File: src/rtl/spi_pkg.sv
// spi_pkg: shared state encoding, SPI mode-0 constants and counter sizing for spi_master_tx.
package spi_pkg;

   typedef enum logic [2:0] {IDLE, SETUP, HIGH, LOW, DONE} state_e;

   // {CPOL, CPHA}: sclk idles low, data launched on falling edge, sampled on rising edge
   localparam logic [1:0] SPI_MODE0 = 2'b00;

   function automatic int cnt_width(input int div);
      return $clog2(div + 1);
   endfunction

endpackage

File: src/rtl/spi_clkgen.sv
// spi_clkgen: half-period counter; phase_end marks the last clk cycle of each sclk half-period.
module spi_clkgen
   import spi_pkg::*;
#(
   parameter int CLK_DIV = 4
) (
   input  logic clk,
   input  logic rst_n,
   input  logic en,
   output logic phase_end
);

   localparam int CW = cnt_width(CLK_DIV);

   logic [CW-1:0] cnt_q, cnt_d;

   always_comb begin
      phase_end = en && (cnt_q == CW'(CLK_DIV - 1));
      cnt_d     = (!en || phase_end) ? '0 : cnt_q + 1'b1;
   end

   always_ff @(posedge clk or negedge rst_n)
      if (!rst_n) cnt_q <= '0;
      else        cnt_q <= cnt_d;

endmodule

File: src/rtl/spi_master_tx.sv
// spi_master_tx: mode-0 SPI initiator, one WIDTH-bit word per cs_n frame with miso capture.
// Define SPI_LSB_FIRST_EN to shift both directions LSB-first; default is MSB-first.
module spi_master_tx
   import spi_pkg::*;
#(
   parameter int WIDTH   = 8,
   parameter int CLK_DIV = 4
) (
   input  logic             clk,
   input  logic             rst_n,
   input  logic             tx_valid,
   output logic             tx_ready,
   input  logic [WIDTH-1:0] tx_data,
   output logic [WIDTH-1:0] rx_data,
   output logic             rx_valid,
   output logic             sclk,
   output logic             cs_n,
   output logic             mosi,
   input  logic             miso
);

   localparam int BW = $clog2(WIDTH);

   state_e           state_q, state_d;
   logic [WIDTH-1:0] tx_sh_q, tx_sh_d, rx_sh_q, rx_sh_d, rx_data_q, tx_shift, rx_shift;
   logic [BW-1:0]    bit_q, bit_d;
   logic             rx_valid_q, busy, phase_end, accept, rise, fall, last, tx_bit;

`ifdef SPI_LSB_FIRST_EN
   assign tx_shift = {1'b0, tx_sh_q[WIDTH-1:1]};
   assign rx_shift = {miso, rx_sh_q[WIDTH-1:1]};
   assign tx_bit   = tx_sh_q[0];
`else
   assign tx_shift = {tx_sh_q[WIDTH-2:0], 1'b0};
   assign rx_shift = {rx_sh_q[WIDTH-2:0], miso};
   assign tx_bit   = tx_sh_q[WIDTH-1];
`endif

   spi_clkgen #(.CLK_DIV(CLK_DIV)) u_clkgen (
      .clk      (clk),
      .rst_n    (rst_n),
      .en       (busy),
      .phase_end(phase_end)
   );

   always_ff @(posedge clk or negedge rst_n)
      if (!rst_n) begin
         state_q    <= IDLE;
         tx_sh_q    <= '0;
         rx_sh_q    <= '0;
         bit_q      <= '0;
         rx_data_q  <= '0;
         rx_valid_q <= 1'b0;
      end else begin
         state_q    <= state_d;
         tx_sh_q    <= tx_sh_d;
         rx_sh_q    <= rx_sh_d;
         bit_q      <= bit_d;
         rx_data_q  <= (state_q == DONE) ? rx_sh_q : rx_data_q;
         rx_valid_q <= (state_q == DONE);
      end

   // bit_q wraps to 0 on the WIDTH-th rise, so a zero count while HIGH means the word is complete
   always_comb begin
      busy    = state_q inside {SETUP, HIGH, LOW};
      accept  = tx_valid && tx_ready;
      rise    = phase_end && (state_q inside {SETUP, LOW});
      fall    = phase_end && (state_q == HIGH);
      last    = (bit_q == '0);
      state_d = accept ? SETUP :
                rise   ? HIGH  :
                fall   ? (last ? DONE : LOW) :
                (state_q == DONE) ? IDLE : state_q;
      tx_sh_d = accept ? tx_data : (fall && !last) ? tx_shift : tx_sh_q;
      rx_sh_d = rise ? rx_shift : rx_sh_q;
      bit_d   = accept ? '0 :
                rise   ? ((bit_q == BW'(WIDTH - 1)) ? '0 : bit_q + 1'b1) : bit_q;
   end

   // tx_ready is held off while rx_valid pulses so results are seen before the next request
   always_comb begin
      tx_ready = (state_q == IDLE) && !rx_valid_q;
      cs_n     = !busy;
      sclk     = (state_q == HIGH) ^ SPI_MODE0[1];
      mosi     = busy && tx_bit;
      rx_data  = rx_data_q;
      rx_valid = rx_valid_q;
   end

endmodule

File: config.mk
export PLATFORM = sky130hd
export DESIGN_NAME = spi_master_tx
export DESIGN_NICKNAME = d
export VERILOG_FILES = /design/src/rtl/spi_pkg.sv /design/src/rtl/spi_clkgen.sv /design/src/rtl/spi_master_tx.sv
export SDC_FILE = /design/constraint.sdc
export NUM_CORES = 1
export LEC_CHECK = 0
export BUFFER_PORTS_ARGS = -buffer_cell sky130_fd_sc_hd__buf_4
export CORE_MARGIN = 2
export CORE_UTILIZATION = 40
export DETAILED_ROUTE_END_ITERATION = 8
export PLACE_DENSITY = 0.72
export SETUP_SLACK_MARGIN = 0.1
export SLEW_MARGIN = 20
export SYNTH_ARGS = -nofsm -noshare
export SYNTH_HDL_FRONTEND = slang
export SYNTH_SLANG_ARGS = --single-unit
File: constraint.sdc
create_clock -name clk -period 4.5 [get_ports clk]
set_input_delay 0.225 -clock clk [delete_from_list [all_inputs] [get_ports clk]]
set_output_delay 0.225 -clock clk [all_outputs]
set_load 0.02 [all_outputs]
Word-level counts from Yosys, hierarchy flattened
Cells that the tools add are included.
{"block": "word_totals", "word_cells": 44, "ff_bits": 34, "inputBits": 12}
{"block": "op_classes", "mux": 11, "add_sub_neg": 2, "n_eq_ne": 6, "reduce_logical": 18}
{"op": "two-way mux 3 bit", "count": 9}
{"op": "two-way mux 8 bit", "count": 2}
{"op": "== test 3 x 2 -> 1 bit (second input constant)", "count": 3}
{"op": "logical AND 1 bit", "count": 7}
{"op": "adder 3 x 1 -> 3 bit (second input constant)", "count": 2}
{"op": "== test 3 bit (second input constant)", "count": 2}
{"op": "logical NOT 3 bit", "count": 2}
{"op": "nonzero test 2 bit", "count": 3}
{"op": "nonzero test 4 bit", "count": 1}
{"op": "== test 3 x 1 -> 1 bit (second input constant)", "count": 1}
{"op": "logical NOT 1 bit", "count": 3}
{"op": "nonzero test 3 bit", "count": 1}
{"op": "logical OR 1 bit", "count": 1}

Logic depth before layout (Yosys ltp)
{"block": "depth", "word_depth": 7, "ltp_mapped": 6, "depth_no_buf": 5}

By module
Synthesis repeated with hierarchy kept, for this count alone.
{"block": "unflattened", "cells_unflattened": 129, "hier_area_um2": 1545.2}
{"module": "spi_master_tx", "area_each_um2": 1410.1, "n_inst": 1, "cells_per_inst": 119}
{"module": "spi_clkgen", "area_each_um2": 135.1, "n_inst": 1, "cells_per_inst": 10}

Worst setup path before layout
No wires, ideal clock.
{"block": "synth_timing", "path_type": "register to register", "startpoint": "register u_clkgen.cnt_q[0]", "endpoint": "register rx_sh_q[2]", "path_stages_with_launch": 6, "arrival_time_ps": 1518, "setup_slack_ps": 2857, "n_path_buf": 1, "period_less_slack_ps": 1643, "setup_time_ps": 125, "path_cell_list": "dfrtp_1 -> ha_1 -> ha_1 -> nand3b_1 -> buf_2 -> mux2_2"}
{"block": "synth_via", "elab_chain_len": 3}
{"element": "start, declared", "line": "spi_clkgen.sv:15", "text": "logic [CW-1:0] cnt_q, cnt_d;"}
{"element": "start signal, assigned", "line": "spi_clkgen.sv:24", "text": "else cnt_q <= cnt_d;"}
{"element": "== test 3 x 2 -> 1 bit", "line": "spi_clkgen.sv:18", "text": "phase_end = en && (cnt_q == CW'(CLK_DIV - 1));"}
{"element": "logical AND 1 bit", "line": "spi_clkgen.sv:18"}
{"element": "logical AND 1 bit", "line": "spi_master_tx.sv:67", "text": "rise = phase_end && (state_q inside {SETUP, LOW});"}
{"element": "end signal, assigned", "line": "spi_master_tx.sv:57", "text": "rx_sh_q <= rx_sh_d;"}
{"element": "end, declared", "line": "spi_master_tx.sv:25", "text": "logic [WIDTH-1:0] tx_sh_q, tx_sh_d, rx_sh_q, rx_sh_d, rx_data_q, tx_shift, rx_shift;"}
Every way passes these cells.
A chain may end at the register's enable or synchronous reset.

Worst setup path in the final report
{"block": "layout_timing", "startpoint": "register u_clkgen.cnt_q[0]", "endpoint": "register bit_q[1]"}
{"block": "layout_via", "elab_chain_len": 4}
{"element": "== test 3 x 2 -> 1 bit", "line": "spi_clkgen.sv:18"}
{"element": "logical AND 1 bit", "line": "spi_clkgen.sv:18"}
{"element": "logical AND 1 bit", "line": "spi_master_tx.sv:67"}
{"element": "nonzero test 2 bit (no line)"}
{"element": "end signal, assigned", "line": "spi_master_tx.sv:58", "text": "bit_q <= bit_d;"}
{"element": "end, declared", "line": "spi_master_tx.sv:26", "text": "logic [BW-1:0] bit_q, bit_d;"}
Every way passes these cells.

==> flow_summary_export.csv <==
group,metric,value,unit
timing,maxSlewViolCount,0,
outcome,outcome,"complete, no violations",
logic_synthesis,yosysWarnings,0,
worst_setup_path,slowest_delay,610,ps
logic_synthesis,synth_area,1530,µm²
timing,min_period,2110,ps
timing,max_freq,473,MHz
worst_setup_path,cp-startpoint,"u_clkgen.cnt_q[0]",
worst_setup_path,reg2reg_to,"bit_q[1]",
timing,setup-tns-final,0,ps
clock_tree,numClockSinks,34,
logic_synthesis,synth_edf_count,0,
route,wl_per_cell,13.8,µm
route,vias,1083,
grt,grt_use_met2,24.4,%
clock_tree,cts_buffer_depth,2,
worst_setup_path,cp_top_family,"simple AND/OR/NAND/NOR gates",
worst_setup_path,path_cells,"ha_1 > ha_1 > nand3b_1 > or3b_2 > a21oi_1",
grt,grt_pass1_vias,1098,
clock_tree,cts_tree,"built",
timing,max-slew-margin-rel,60.9,%
logic_synthesis,synth_top_cell_by_area,"dfrtp_1",
worst_setup_path,cp.arrival,2330,ps
floorplan,initial_utilization,41.9,%
logic_synthesis,syn_nets,148,
logic_synthesis,synth_top_flop_cell,"dfrtp_1",
worst_hold_path,hold_start,"miso",
logic_synthesis,synth_common_cells,"dfrtp_1 (34), mux2_2 (16), nor3_1 (10), o21ai_0 (10)",
layout,final_layout_size_suffix_gt1_share,35.0,%
logic_synthesis,netlist_instances,131,
worst_hold_path,min_to,"rx_sh_q[0]",
placed_design,post_dp_cell_area,1740,µm²
floorplan,num_rows,22,
clock_tree,clkTransAtPathRegs,70,ps
power,power_leakage,0.000872,µW
worst_setup_path,required,4710,ps
logic_synthesis,ys_ff_latch,34,
timing,rsz0062_at_grt,"false",
layout,final_net_count,173,
route,drtPass1Iterations,4,
power,pwr_density_cell,669,nW/µm²
timing,setup_viol,0,
layout,fin_area,1860,µm²
worst_setup_path,cp.depth,5,
run,drv_cap,0,
clock_tree,numCtsBuffers,5,
route,final_antenna_net_count,0,
floorplan,core-area,3660,µm²
worst_setup_path,crit_path_end_kind,"flop",
logic_synthesis,syn_area_per_cell,11.7,µm²
worst_setup_path,ff2ff_setup_slack,2390,ps
timing,finClkSkew,4.43,ps
worst_setup_path,worstSetupPathType,"reg2reg",
placed_design,io_buffers,24,
floorplan,ios,25,
logic_synthesis,async_flop_share,100,%
route,routed_wl,2.84,mm
timing,worst_pin_slew,584,ps
worst_setup_path,crit_top_cell,"ha_1",
route,viasPerCell,5.28,
timing,final.period_utilization,47.0,%
grt,antenna_found_initial,0,
route,drc_errors,0,
grt,use_met3,7.16,%
logic_synthesis,yosysTopAreaCellShare,55.5,%
grt,grt_max_degree,35,
timing,finalHoldViolations,0,
layout,n_antenna_cell,0,
route,drt_iter0_drc,99,
power,peakVddDrop,0.314,mV
clock_tree,clk_latency,290,ps
placed_design,dp_slack,2350,ps
clock_tree,cts_root_buf,"clkbuf_8",
floorplan,die-area,4340,µm²
worst_hold_path,worstHoldPathType,"in2reg",
worst_setup_path,startpoint_type,"flop",
floorplan,die_h,65.9,µm
timing,fin_ws,2390,ps
grt,grt_pass1_wl,5.03,mm
grt,grt_use_total,15.6,%
placed_design,routabilityCongestion,0.755,
logic_synthesis,ys_seq_area_share,55.5,%
worst_setup_path,critPathBufInv,0,
worst_setup_path,path_max_fanout,14,
grt,overflow,0,
worst_setup_path,r2r_start,"u_clkgen.cnt_q[0]",
floorplan,die_x,65.9,µm
clock_tree,post_cts_resize_count,0,
worst_setup_path,reg2reg_depth,5,
clock_tree,h-tree-depth,2,
layout,syn_to_final_growth,21.3,%
worst_hold_path,holdPathStages,2,
logic_synthesis,yosysMostFrequentCell,"dfrtp_1",
grt,globalRouteMet1Util,18.7,%
logic_synthesis,ys_types,30,
layout,fin_util,50.8,%
worst_setup_path,slowest_stage,"or3b_2",
grt,top_usage_layer,"met2",
placed_design,hpwlAfterDp,1.98,mm
logic_synthesis,synthTopCellsByArea,"dfrtp_1 (56%), mux2_2 (12%), ha_1 (4.1%)",
[worst register-to-register path, delay by kind of cell, from the launching register on]
family	cells	cell delay, ps
simple gates	2	1080
fa+ha+maj	2	440
flops	1	360
compound gates	1	160
[through the flow]
step                total power (µW)  hold WS [ps]  std cells
detailed placement               976           196        196
floorplan                        838         -70.6        131
global placement                 952           186        196
finish                          1240           172        205
global route                    1340           165        205
CTS                             1260           163        205
[registers in the layout, indices dropped and copies added (netlist names)]
| register | count |
|---|---|
| rx_valid | 1 |
| tx_sh_q | 8 |
| rx_sh_q | 8 |
| bit_q | 3 |
| u_clkgen.cnt_q | 3 |
| state_q | 3 |
| rx_data | 8 |
[timing repair]
item / CTS / global route
hold endpoints to repair: 34 / 0
hold buffers: 1 / 0
setup buffers: 0 / 0
[cell type report]
| type | count | area [µm²] |
|---|---|---|
| inverter | 8 | 35.0 |
| multi-input combinational | 82 | 609 |
| timing repair buffer | 25 | 190 |
| clock buffer | 5 | 68.8 |
| sequential | 34 | 851 |
| tap | 48 | 60.1 |
| clock inverter | 3 | 45.0 |
| fill | 332 | 1800 |
[placed cells by master (no fill, tap or decap), drive strengths merged]
cell         Yosys  layout
a21oi            3       3
or3b             1       1
clkbuf           3       5
nand3b           1       1
nand4bb          1       1
dlygate4sd3      0       1
nor2b            1       1
ha               5       5
nor3b            1       1
or3              1       1
and2             1       1
or2              1       1
clkinvlp         0       2
nand2            3       3
dfrtp           34      34
bufinv           0       1
mux2i            1       1
clkinv           1       1
a31oi            8       8
buf              4      24
mux2            16      16
nand3            8       8
nor2             5       5
nor3            10      10
a221o            1       1
o21ai           10      10
inv              7       7
nand2b           2       2
and4bb           1       1
or4              1       1
[worst max path at each step]
stage	end	slack (ps)
2_1_floorplan	rx_sh_q[2]	2860
3_3_place_gp	bit_q[1]	2500
3_5_place_dp	bit_q[1]	2350
4_1_cts	bit_q[1]	2340
5_1_grt	bit_q[1]	2180
6_report	bit_q[1]	2390
[report_power, final]
part / total, µW / switching [µW] / internal [µW]
clock: 278 / 113 / 165
combinational: 459 / 252 / 208
sequential: 506 / 80.7 / 426
total: 1240 / 446 / 798
[kinds of logic after synthesis]
kind of cell | synth area share, %
AOI/OAI and AO/OA | 8.16
adders and majority gates | 4.08
buffers and inverters | 4.73
DFF | 55.5
muxes | 12.4
and+or+nand+nor | 15.1
[metal layers]
layer  share of wire [%]  wire length (µm)
met4                 1.3                38
met1                  44              1240
met3                 7.3               206
met2                  48              1350
met5                   0                 0
(Power assumes the default switching activity.)
